--- config.mk ---
export PLATFORM = sky130hd
export DESIGN_NAME = interfaz_tx
export DESIGN_NICKNAME = d
export VERILOG_FILES = /design/src/rtl/interfaz_tx_pkg.sv /design/src/rtl/interfaz_tx.sv
export SDC_FILE = /design/constraint.sdc
export NUM_CORES = 1
export LEC_CHECK = 0
export CORE_UTILIZATION = 40
export DETAILED_ROUTE_END_ITERATION = 16
export PLACE_DENSITY = 0.71
export SLEW_MARGIN = 20
export SYNTH_ARGS = -nofsm -noshare
export SYNTH_HDL_FRONTEND = slang
export SYNTH_SLANG_ARGS = --single-unit
--- constraint.sdc ---
create_clock -name i_clk -period 1.53 [get_ports i_clk]
set_input_delay 0.2295 -clock i_clk [delete_from_list [all_inputs] [get_ports i_clk]]
set_output_delay 0.2295 -clock i_clk [all_outputs]
set_load 0.005 [all_outputs]
--- src/rtl/interfaz_tx_pkg.sv ---
// rtl/interfaz_tx_pkg.sv - shared UART glue constants: FSM encoding and default data width
package interfaz_tx_pkg;

  localparam int NB_DATA_DEF = 8;

  typedef enum logic [1:0] {
    IDLE  = 2'b00,
    START = 2'b01,
    BUSY  = 2'b10
  } state_e;

endpackage

--- src/rtl/interfaz_tx.sv ---
// rtl/interfaz_tx.sv - ALU-to-UART-TX glue: latches results, fires a one-cycle start pulse,
// and holds one pending result while a byte is in flight
module interfaz_tx
  import interfaz_tx_pkg::*;
#(
  parameter int NB_DATA = NB_DATA_DEF
) (
  input  logic               i_clk,
  input  logic               i_rst,
  input  logic [NB_DATA-1:0] i_resultado,
  input  logic               i_done_alu,
  input  logic               i_done_tx,
  output logic [NB_DATA-1:0] o_data,
  output logic               o_int_tx
);

  state_e             state_q, state_d;
  logic [NB_DATA-1:0] data_q, data_d;
  logic               int_tx_q, int_tx_d;
  logic               pend_valid_q, pend_valid_d;
  logic [NB_DATA-1:0] pend_data_q, pend_data_d;

  always_ff @(posedge i_clk or posedge i_rst) begin
    if (i_rst) begin
      state_q      <= IDLE;
      data_q       <= '0;
      int_tx_q     <= 1'b0;
      pend_valid_q <= 1'b0;
      pend_data_q  <= '0;
    end else begin
      state_q      <= state_d;
      data_q       <= data_d;
      int_tx_q     <= int_tx_d;
      pend_valid_q <= pend_valid_d;
      pend_data_q  <= pend_data_d;
    end
  end

  always_comb begin
    state_d = state_q;
    case (state_q)
      IDLE:    if (i_done_alu) state_d = START;
      START:   state_d = BUSY;
      BUSY: begin
        if (i_done_tx) begin
          state_d = (pend_valid_q || i_done_alu) ? START : IDLE;
        end
      end
      default: state_d = IDLE;
    endcase
  end

  // o_data only moves on the same edge that raises the start pulse
  always_comb begin
    data_d       = data_q;
    int_tx_d     = 1'b0;
    pend_valid_d = pend_valid_q;
    pend_data_d  = pend_data_q;
    case (state_q)
      IDLE: begin
        if (i_done_alu) begin
          data_d   = i_resultado;
          int_tx_d = 1'b1;
        end
      end
      START: begin
        if (i_done_alu) begin
          pend_data_d  = i_resultado;
          pend_valid_d = 1'b1;
        end
      end
      BUSY: begin
        if (i_done_tx) begin
          if (pend_valid_q) begin
            data_d       = pend_data_q;
            int_tx_d     = 1'b1;
            pend_valid_d = i_done_alu;
            if (i_done_alu) pend_data_d = i_resultado;
          end else if (i_done_alu) begin
            data_d   = i_resultado;
            int_tx_d = 1'b1;
          end
        end else if (i_done_alu) begin
          // latest result wins over an older pending one
          pend_data_d  = i_resultado;
          pend_valid_d = 1'b1;
        end
      end
      default: begin
        int_tx_d     = 1'b0;
        pend_valid_d = 1'b0;
      end
    endcase
  end

  assign o_data   = data_q;
  assign o_int_tx = int_tx_q;

endmodule

# Word-level counts from Yosys, hierarchy flattened
# Index checks and enable logic that the tools add are counted.
# classes
reduce_logical,7
n_mux,20
n_eq_ne,5
# ops
cell,count
8-bit two-way mux,6
8-bit case mux with 2 select lines,2
1-bit two-way mux,7
2-bit case mux with 3 select lines,1
2-bit AND reduction,3
2-bit two-way mux,2
2-bit inequality test (second input constant),2
2-bit nonzero test,2
3-bit inequality test (second input constant),1
1-bit case mux with 3 select lines,1
2-bit by 1-bit == test with 1-bit output (second input constant),1
2-bit == test (second input constant),1
2-bit logical NOT,1
1-bit case mux with 2 select lines,1
1-bit logical OR,1
# totals
register_bits,20
inputBits,12
wordCells,37

# Longest topological paths before layout
# Gate-level depths: netlist of run 1.
# logic_depth
word_depth,4
depth_mapped,7
mapped_depth_nobuf,5

# Worst setup path after synthesis of run 1
# OpenSTA, ideal clock, no wires.
# synth_timing
path_kind,register to register
from,register state_q[0]
to,register data_q[7] (netlist: o_data[7])
slack_ns,-0.104
n_path_buf,1
setup_time_ns,0.118
t_required_ns,1.412
stages_incl_launch_ff,7
arrival_ns,1.516
path_cell_list,dfrtp_1 > inv_1 > ha_1 > buf_6 > mux2_4 > a21boi_4 > o2bb2a_4
# synth_between
elab_chain_cells,3
# synth_rtl
item,line,text
from (decl),interfaz_tx.sv:17,"state_e state_q, state_d;"
from (signal assigned),interfaz_tx.sv:31,state_q <= state_d;
2-bit == test or 2-bit logical NOT (tied branches),interfaz_tx.sv:59,case (state_q)
2-bit inequality test (no line) or 2-bit nonzero test (tied branches),-,
2-bit AND reduction (no line),-,
to (signal assigned),interfaz_tx.sv:32,data_q <= data_d;
to (decl),interfaz_tx.sv:18,"logic [NB_DATA-1:0] data_q, data_d;"
# Several ways; a longest one is shown, not always the timed one.
# A chain may end at the register's enable or synchronous reset.

# Worst setup path after layout of run 1
# layout_timing
from,register state_q[0]
to,register pend_data_q[3]
# layout_between
elab_chain_cells,3
# layout_rtl
item,line,text
2-bit == test or 2-bit by 1-bit == test with 1-bit output (tied branches),interfaz_tx.sv:59,
3-bit inequality test (no line) or 2-bit nonzero test (tied branches),-,
2-bit AND reduction (no line),-,
to (signal assigned),interfaz_tx.sv:35,pend_data_q <= pend_data_d;
to (decl),interfaz_tx.sv:21,"logic [NB_DATA-1:0] pend_data_q, pend_data_d;"
# Several ways; a longest one is shown, not always the timed one.

==> results of run 1 <==
[per-stage QoR]
step                      TNS [ns]  instances  setup WS [ns]
after floorplan            -0.2010         83       -0.03001
after global placement     -0.7817        144       -0.06243
after detailed placement    -1.047        144       -0.08622
after CTS                  -0.4285        149       -0.05180
after global routing        -1.228        151       -0.09678
final                      -0.3908        151       -0.05069
[cells in the final DEF (no fill, tap or decap)]
master            n
mux2_2            1
nor2b_1           1
o22ai_1           9
buf_4            19
o221ai_1          1
a2bb2oi_1         7
or3b_1            1
o21ai_1           1
a31oi_1           1
nand3b_1          1
ha_1              4
clkdlybuf4s50_1  20
inv_1             5
nand2_1           2
o21ai_0           1
clkbuf_4          3
or3_2             1
nor3b_1           1
o2bb2a_4          1
inv_2             1
a21bo_1           1
o221a_1           1
ha_4              1
buf_12            1
or2b_1            1
dfrtp_1          20
a21boi_4          1
a22oi_1           1
mux2_4            9
a21oi_1           3
nand2_2           1
[worst min-delay path: cells and delay by family]
kind,cells,cell delay [ns]
buf+inv,3,0.70
[logic make-up (layout without fill, tap and decap cells)]
family,Yosys count,after routing,synth area share (%)
AOI/OAI and AO/OA,28,28,21.38
DFF,20,20,47.51
buffers and inverters,11,49,5.700
muxes,10,10,13.90
and+or+nand+nor,9,9,5.584
adders and majority gates,5,5,5.938
[worst max-delay path by stage]
stage | from | to | slack (ns) | cells past startpoint
5_1_grt | state_q[0]$_DFFE_PP0P_ | pend_data_q[7]$_DFFE_PP0P_ | -0.1 | 6
2_1_floorplan | state_q[0]$_DFFE_PP0P_ | o_data[7]$_DFFE_PP0P_ | -0.03 | 6
6_report | state_q[0]$_DFFE_PP0P_ | pend_data_q[3]$_DFFE_PP0P_ | -0.05 | 6
3_5_place_dp | i_done_alu | pend_valid_q$_DFFE_PP0P_ | -0.09 | 5
4_1_cts | state_q[0]$_DFFE_PP0P_ | pend_data_q[3]$_DFFE_PP0P_ | -0.05 | 6
3_3_place_gp | i_done_tx | pend_data_q[5]$_DFFE_PP0P_ | -0.06 | 5
[flip-flops by register name, summed over array words and instances, names as in the netlist]
register / flops
o_data: 8
o_int_tx: 1
pend_data_q: 8
pend_valid_q: 1
state_q: 2
[power groups by stage]
stage / Sequential [W] / Clock, W / Combinational, W
4_1_cts: 0.000963 / 0.000256 / 0.00139
2_1_floorplan: 0.000934 / 0 / 0.000825
3_3_place_gp: 0.000967 / 0 / 0.00132
5_1_grt: 0.000991 / 0.000282 / 0.00152
6_report: 0.000961 / 0.000248 / 0.00139
3_5_place_dp: 0.000975 / 0 / 0.00136
[timing repair]
item	4_1_cts	5_1_grt
buffers inserted	2	2
hold endpoints to repair	0	0
endpoints found under the setup margin	12	19
hold buffers	0	0
pin swaps	0	1
gates resized for setup	0	0
[layout make-up]
type	count	area share (%)
inverter	6	1.552
multi-input combinational	52	34.83
tap	30	2.586
sequential	20	34.48
clock buffer	3	1.552
timing repair buffer	40	25.00
[per-layer routing]
| layer | global-route usage (%) | vias up |
|---|---|---|
| met3 | 2.586 | 2 |
| met4 | 5.263 | 0 |
| met2 | 31.04 | 19 |
| li1 | - | 392 |
| met5 | 0 | - |
| met1 | 20.28 | 359 |
==> reports/metrics.yaml, run 1 <==
clk_pin_slew_worst_paths_ns: 0.11
holdWs_ns: 0.2415
dr.pass1.iters: 4
pin_count: 21
timing.rr.start: "state_q[0]$_DFFE_PP0P_"
power.density_nw_per_um2: 1794
critical_path_buf_inv_count: 2
p_total_w: 0.002603
cts-root-buf: "clkbuf_4"
seq_power_share_pct: 36.9
h-tree-depth: 1
p_sw_w: 0.0008155
dieArea_sq_um: 2843
clock_latency_ns: 0.29
grt_use_total_pct: 17.12
place_congestion: 0.7851
postLayoutCoreUtil_pct: 58.59
cp_slowest_cell: "dfrtp_1"
diodes: 0
min_path_type: "in -> async"
synth_flop_cell: "dfrtp_1"
cts.sinks: 20
avgSynthCellArea_sq_um: 12.69
slew_viol_final: 0
layout_min_cycle_time_ns: 1.581
yosysMostFrequentCell: "dfrtp_1"
synth_area_sq_um: 1054
dr_total_vias: 772
tritoncts: "done"
synth_warnings: 0
ant_nets: 0
drive_gt1_share_pct: 32.23
viasPerCell: 5.113
drc: 0
grt-ovfl-total: 0
die_w_um: 53.32
synth_area_leaders: "dfrtp_1 48%, mux2_4 13%, ha_1 5.9%"
antenna_found_initial: 0
crit_type: "reg -> reg"
cp_cell_sequence: "inv_2 > ha_4 > nand2_2 > o221a_1 > buf_12 > mux2_4"
met3_length_um: 77
crit_family: "flip-flops"
worstSetupStartpointType: "flip-flop"
yosysUniqueCellTypes: 28
rrSetupSlack_ns: -0.05
dpl_cell_area_sq_um: 1399
top_layer_used: "met4"
irDropWorstVdd_mv: 0.9445
crit_arrival_ns: 1.77
reg2reg_depth: 6
area_growth_pct: 37.77
max_stage_delay_ns: 0.44
coreArea_sq_um: 2477
violations: "negative setup slack"
status: "finished with violations"
reg2reg_to: "pend_data_q[3]$_DFFE_PP0P_"
die_h_um: 53.32
switching_share_pct: 31.32
dpl.hpwl_um: 1597
synth_seq_area_share_pct: 47.51
cts_buffers: 3
required_ns: 1.72
fillers: 224
routed_wl_um: 2084
crit_path_end_kind: "flip-flop"
p_leak_nw: 0.6437
async_reset_ff_share_pct: 100.0
route.met2.wl_um: 1004
rsz0062_at_grt: "true"
combPwrFrac_pct: 53.6
wl_met1_um: 982
syn_nets: 100
multi_input_area_sq_um: 505.5
layout.nets: 140
synth_edf_count: 0
portBuffers: 20
slew_headroom_pct: 82.00
ys_ff_latch: 20
cp_max_fo: 8
cts_buffer_depth: 2
worst_pin_slew_ns: 0.2693
fin_crit_sh_pct: 103.3
seqCellArea_sq_um: 500.5
fmax_mhz: 632.6
finalSetupViolCount: 9
postSynthCellCount: 83
hold_viol_final: 0
rows: 18
grt_max_degree: 21
initial_core_util_pct: 42.53
synth_common_cells: "20 x dfrtp_1, 9 x mux2_4, 9 x o22ai_1"
grt_pass1_wl_um: 3477
setup_ws_ns: -0.05069
clkPwrFrac_pct: 9.5
skew_ns: 0.002577
maxCapViolCount: 0
drt-initial-drc-count: 3
p_int_w: 0.001788
yosys.area.top_type_share_pct: 47.51
final_area_sq_um: 1451
grt_pass1_vias: 799
wl_per_cell_um: 13.80
yosys.area.top_type: "dfrtp_1"
Power figures use the tool's default switching activity.
==> run 2: changes to the inputs <==
--- a/config.mk
+++ b/config.mk
@@ -5,9 +5,12 @@
 export SDC_FILE = /design/constraint.sdc
 export NUM_CORES = 1
 export LEC_CHECK = 0
-export CORE_UTILIZATION = 40
+export ABC_AREA = 1
+export CELL_PAD_IN_SITES_DETAIL_PLACEMENT = 0
+export CELL_PAD_IN_SITES_GLOBAL_PLACEMENT = 2
+export CORE_UTILIZATION = 26
 export DETAILED_ROUTE_END_ITERATION = 16
-export PLACE_DENSITY = 0.71
+export PLACE_DENSITY = 0.77
 export SLEW_MARGIN = 20
 export SYNTH_ARGS = -nofsm -noshare
 export SYNTH_HDL_FRONTEND = slang
==> run 2 against run 1 <==
  * The run now ends clean
  * Area after synthesis is 7.5% higher
  * Global-route usage is 2.7 points lower
  * Core utilization is 20 points lower
  * Count of clock-buffer cells in the layout stayed put
  * Design area is 9.3% higher
  * Sequential share of layout area is 2.9 points lower
  * Register-to-register slack better by 0.16 ns
  * Clock power is 120% higher
  * Hold slack better by 0.052 ns
  * Combinational power is 12% higher
  * Sequential cell count stayed put
  * Routed wire length is 35% higher
  * Largest cell class unchanged
  * Largest power group unchanged
==> reports/metrics.yaml, run 2 <==
drive_gt1_share_pct: 15.56  # -17 points
stdcell_count: 230  # +52%
yosysUniqueCellTypes: 17  # -39%
ant_nets: 0  # unchanged
clock_latency_ns: 0.26  # -0.03 ns
synth_edf_count: 0  # unchanged
worstSetupStartpointType: "flip-flop"
setup.worst_path.start: "state_q[1]$_DFFE_PP0P_"
cts_buffer_depth: 2  # unchanged
syn_nets: 163  # +63%
yosys.area.top_type_share_pct: 44.20  # -3.3 points
synth_area_sq_um: 1132  # +7.5%
finalSetupViolCount: 0  # -9
grt_pass1_wl_um: 4864  # +40%
coreArea_sq_um: 4086  # +65%
mostFrequentLayoutCells: "51 x nand2_1, 20 x clkdlybuf4s50_1, 20 x dfrtp_1, 16 x nand3_1, 16 x o21ai_0"
synth_flop_cell: "dfrtp_1"
area_growth_pct: 40.11
synth_warnings: 0  # unchanged
hold_viol_final: 0  # unchanged
skew_ns: 0.003855  # +0.001279 ns
slew_headroom_pct: 81.61  # -0.39 points
clk_pin_slew_worst_paths_ns: 0.08  # -0.03 ns
yosys.area.top_type: "dfrtp_1"
ys_ff_latch: 20  # unchanged
die_h_um: 68.00  # +28%
portBuffers: 20  # unchanged
dp_cells: 223  # +55%
h-tree-depth: 1  # unchanged
cts.sinks: 20  # unchanged
dpl.hpwl_um: 2033  # +27%
crit_type: "reg -> reg"
holdWs_ns: 0.2934  # +0.05189 ns
diodes: 0  # unchanged
wl_per_cell_um: 12.20  # -12%
layout_min_cycle_time_ns: 1.416  # -0.1649 ns
layout.nets: 198  # +41%
timing.rr.start: "state_q[1]$_DFFE_PP0P_"
cp_slowest_cell: "dfrtp_1"
async_reset_ff_share_pct: 100.0  # unchanged
synth_seq_area_share_pct: 44.20  # -3.3 points
grt_use_total_pct: 14.40  # -2.7 points
fmax_mhz: 706.3  # +12%
rsz0062_at_grt: "true"
dr.pass1.iters: 4  # unchanged
p_leak_nw: 0.7799  # +21%
rows: 23  # +5
power.density_nw_per_um2: 1933  # +7.8%
crit_arrival_ns: 1.62  # -0.15 ns
postSynthCellCount: 146  # +76%
grt_max_degree: 21  # unchanged
min_path_type: "in -> async"
drt-initial-drc-count: 55  # +52
pin_count: 21  # unchanged
worst_pin_slew_ns: 0.2759  # +0.006577 ns
dr_total_vias: 1046  # +35%
status: "complete, no violations"
die_w_um: 68.00  # +28%
crit_top_cell: "buf_4"
fin_crit_sh_pct: 92.53  # -11 points
crit_path_end_kind: "flip-flop"
maxCapViolCount: 0  # unchanged
avgSynthCellArea_sq_um: 7.756  # -39%
antenna_found_initial: 0  # unchanged
drc: 0  # unchanged
dieArea_sq_um: 4623  # +63%
cp_max_fo: 8  # unchanged
slew_viol_final: 0  # unchanged
cts_buffers: 3  # unchanged
max_stage_delay_ns: 0.44  # about the same
final_common_cell: "nand2_1"
cts-root-buf: "clkbuf_8"
place_congestion: 0.7687  # -2.1%
initial_core_util_pct: 27.71  # -15 points
viasPerCell: 4.548  # -11%
required_ns: 1.74  # +0.02 ns
hold_buffers: 0  # unchanged
grt_pass1_vias: 984  # +23%
tritoncts: "done"
synth_common_cells: "52 x nand2_1, 20 x dfrtp_1, 16 x nand3_1, 16 x o21ai_0, 14 x nor2_1"
fillers: 441  # +97%
cp_cell_sequence: "inv_2 > ha_1 > nor2_1 > buf_4 > nor2_8 > buf_4 > nand3_1 > nand2_1"
yosysMostFrequentCell: "nand2_1"
irDropWorstVdd_mv: 0.6084  # -36%
routed_wl_um: 2806  # +35%
synth_area_leaders: "dfrtp_1 44%, nand2_1 17%, nand3_1 7.1%"
grt-ovfl-total: 0  # unchanged
-- run 2: cell count changes in the layout (fill, tap and decap cells not counted), moves of 7 or more --
cell and change:
a2bb2oi_1 -7, buf_4 -8, mux2_4 -9, nand2_1 +49, nand3_1 +16, nor2_1 +14
o21ai_0 +15, o22ai_1 -8
-- run 2: layout make-up --
| cell class | count | area, sq um | area share (%) |
|---|---|---|---|
| multi-input combinational | 114 | 611.8 | 38.56 |
| sequential | 20 | 500.5 | 31.55 |
| timing repair buffer | 32 | 302.8 | 19.09 |
| tap | 50 | 62.56 | 3.943 |
| clock buffer | 3 | 41.29 | 2.603 |
| inverter | 10 | 37.54 | 2.366 |
| clock inverter | 1 | 30.03 | 1.893 |
-- run 2: kinds of logic after synthesis --
| group | Yosys count | share of synthesized area, % |
|---|---|---|
| AND/OR/NAND/NOR | 89 | 36.57 |
| flip-flops | 20 | 44.20 |
| AO/OA/AOI/OAI | 20 | 8.951 |
| adder cells (fa/ha/maj) | 5 | 5.525 |
| buffers and inverters | 12 | 4.750 |
-- run 2: worst paths after layout --
| path | to | slack, ns | cells after the start |
|---|---|---|---|
| worst min-delay path | pend_data_q[2]$_DFFE_PP0P_ | 0.29 | 3 |
| worst min register to register | pend_data_q[4]$_DFFE_PP0P_ | 0.49 | 2 |
| worst max register to register | pend_data_q[0]$_DFFE_PP0P_ | 0.11 | 8 |
| worst max-delay path | pend_data_q[0]$_DFFE_PP0P_ | 0.11 | 8 |
| max in group asynchronous | o_data[2]$_DFFE_PP0P_ | 1.02 | 3 |
| min in group i_clk | pend_data_q[4]$_DFFE_PP0P_ | 0.49 | 2 |
-- run 2: per-stage QoR --
step / cell area, sq um / setup WS, ns / util (%) / TNS (ns) / power (W)
global placement: 1459 / 0.03546 / 35.70 / 0 / 0.002406
finish: 1587 / 0.1142 / 38.82 / 0 / 0.003067
global route: 1587 / -0.003372 / 38.82 / -0.003372 / 0.003357
CTS: 1530 / 0.04466 / 37.45 / 0 / 0.002970
floorplan: 1132 / 0.1050 / - / 0 / 0.001796
detailed placement: 1459 / 0.03176 / 35.70 / 0 / 0.002426
-- run 2: timing repair --
| item | CTS | global route |
|---|---|---|
| setup endpoints to repair | 0 | 18 |
| buffers inserted | 0 | 3 |
| resized for setup | 0 | 7 |
| endpoints found under the hold margin | 0 | 0 |
-- run 2: metal layers --
layer  vias up  share of wire [%]  track usage, %
li1        541                  -               -
met1       476                 47           19.98
met2        25                 46           21.45
met3         4                5.1           4.667
met4         0                1.0           3.385
met5         -                  0               0
-- run 2: critical path, delay by kind of cell, from the launching register on --
family,cells,cell delay [ns]
adders and majority gates,1,0.16
buffers and inverters,3,0.39
DFF,1,0.44
and+or+nand+nor,4,0.36
-- run 2: report_power, final --
part / internal, W / total (W) / switching (W) / leakage [nW]
registers: 0.000785 / 0.000979 / 0.000194 / 0.251
clock network: 0.000349 / 0.000536 / 0.000186 / 0.0357
logic: 0.000741 / 0.00155 / 0.000811 / 0.493
total: 0.00187 / 0.00307 / 0.00119 / 0.780
==> run 3: changes to the inputs <==
--- a/config.mk
+++ b/config.mk
@@ -11,6 +11,7 @@
 export CORE_UTILIZATION = 26
 export DETAILED_ROUTE_END_ITERATION = 16
 export PLACE_DENSITY = 0.77
+export SKIP_CTS_REPAIR_TIMING = 1
 export SLEW_MARGIN = 20
 export SYNTH_ARGS = -nofsm -noshare
 export SYNTH_HDL_FRONTEND = slang
==> results of run 3 <==
No change in the layout: final DEF, timing and power equal those of run 2.
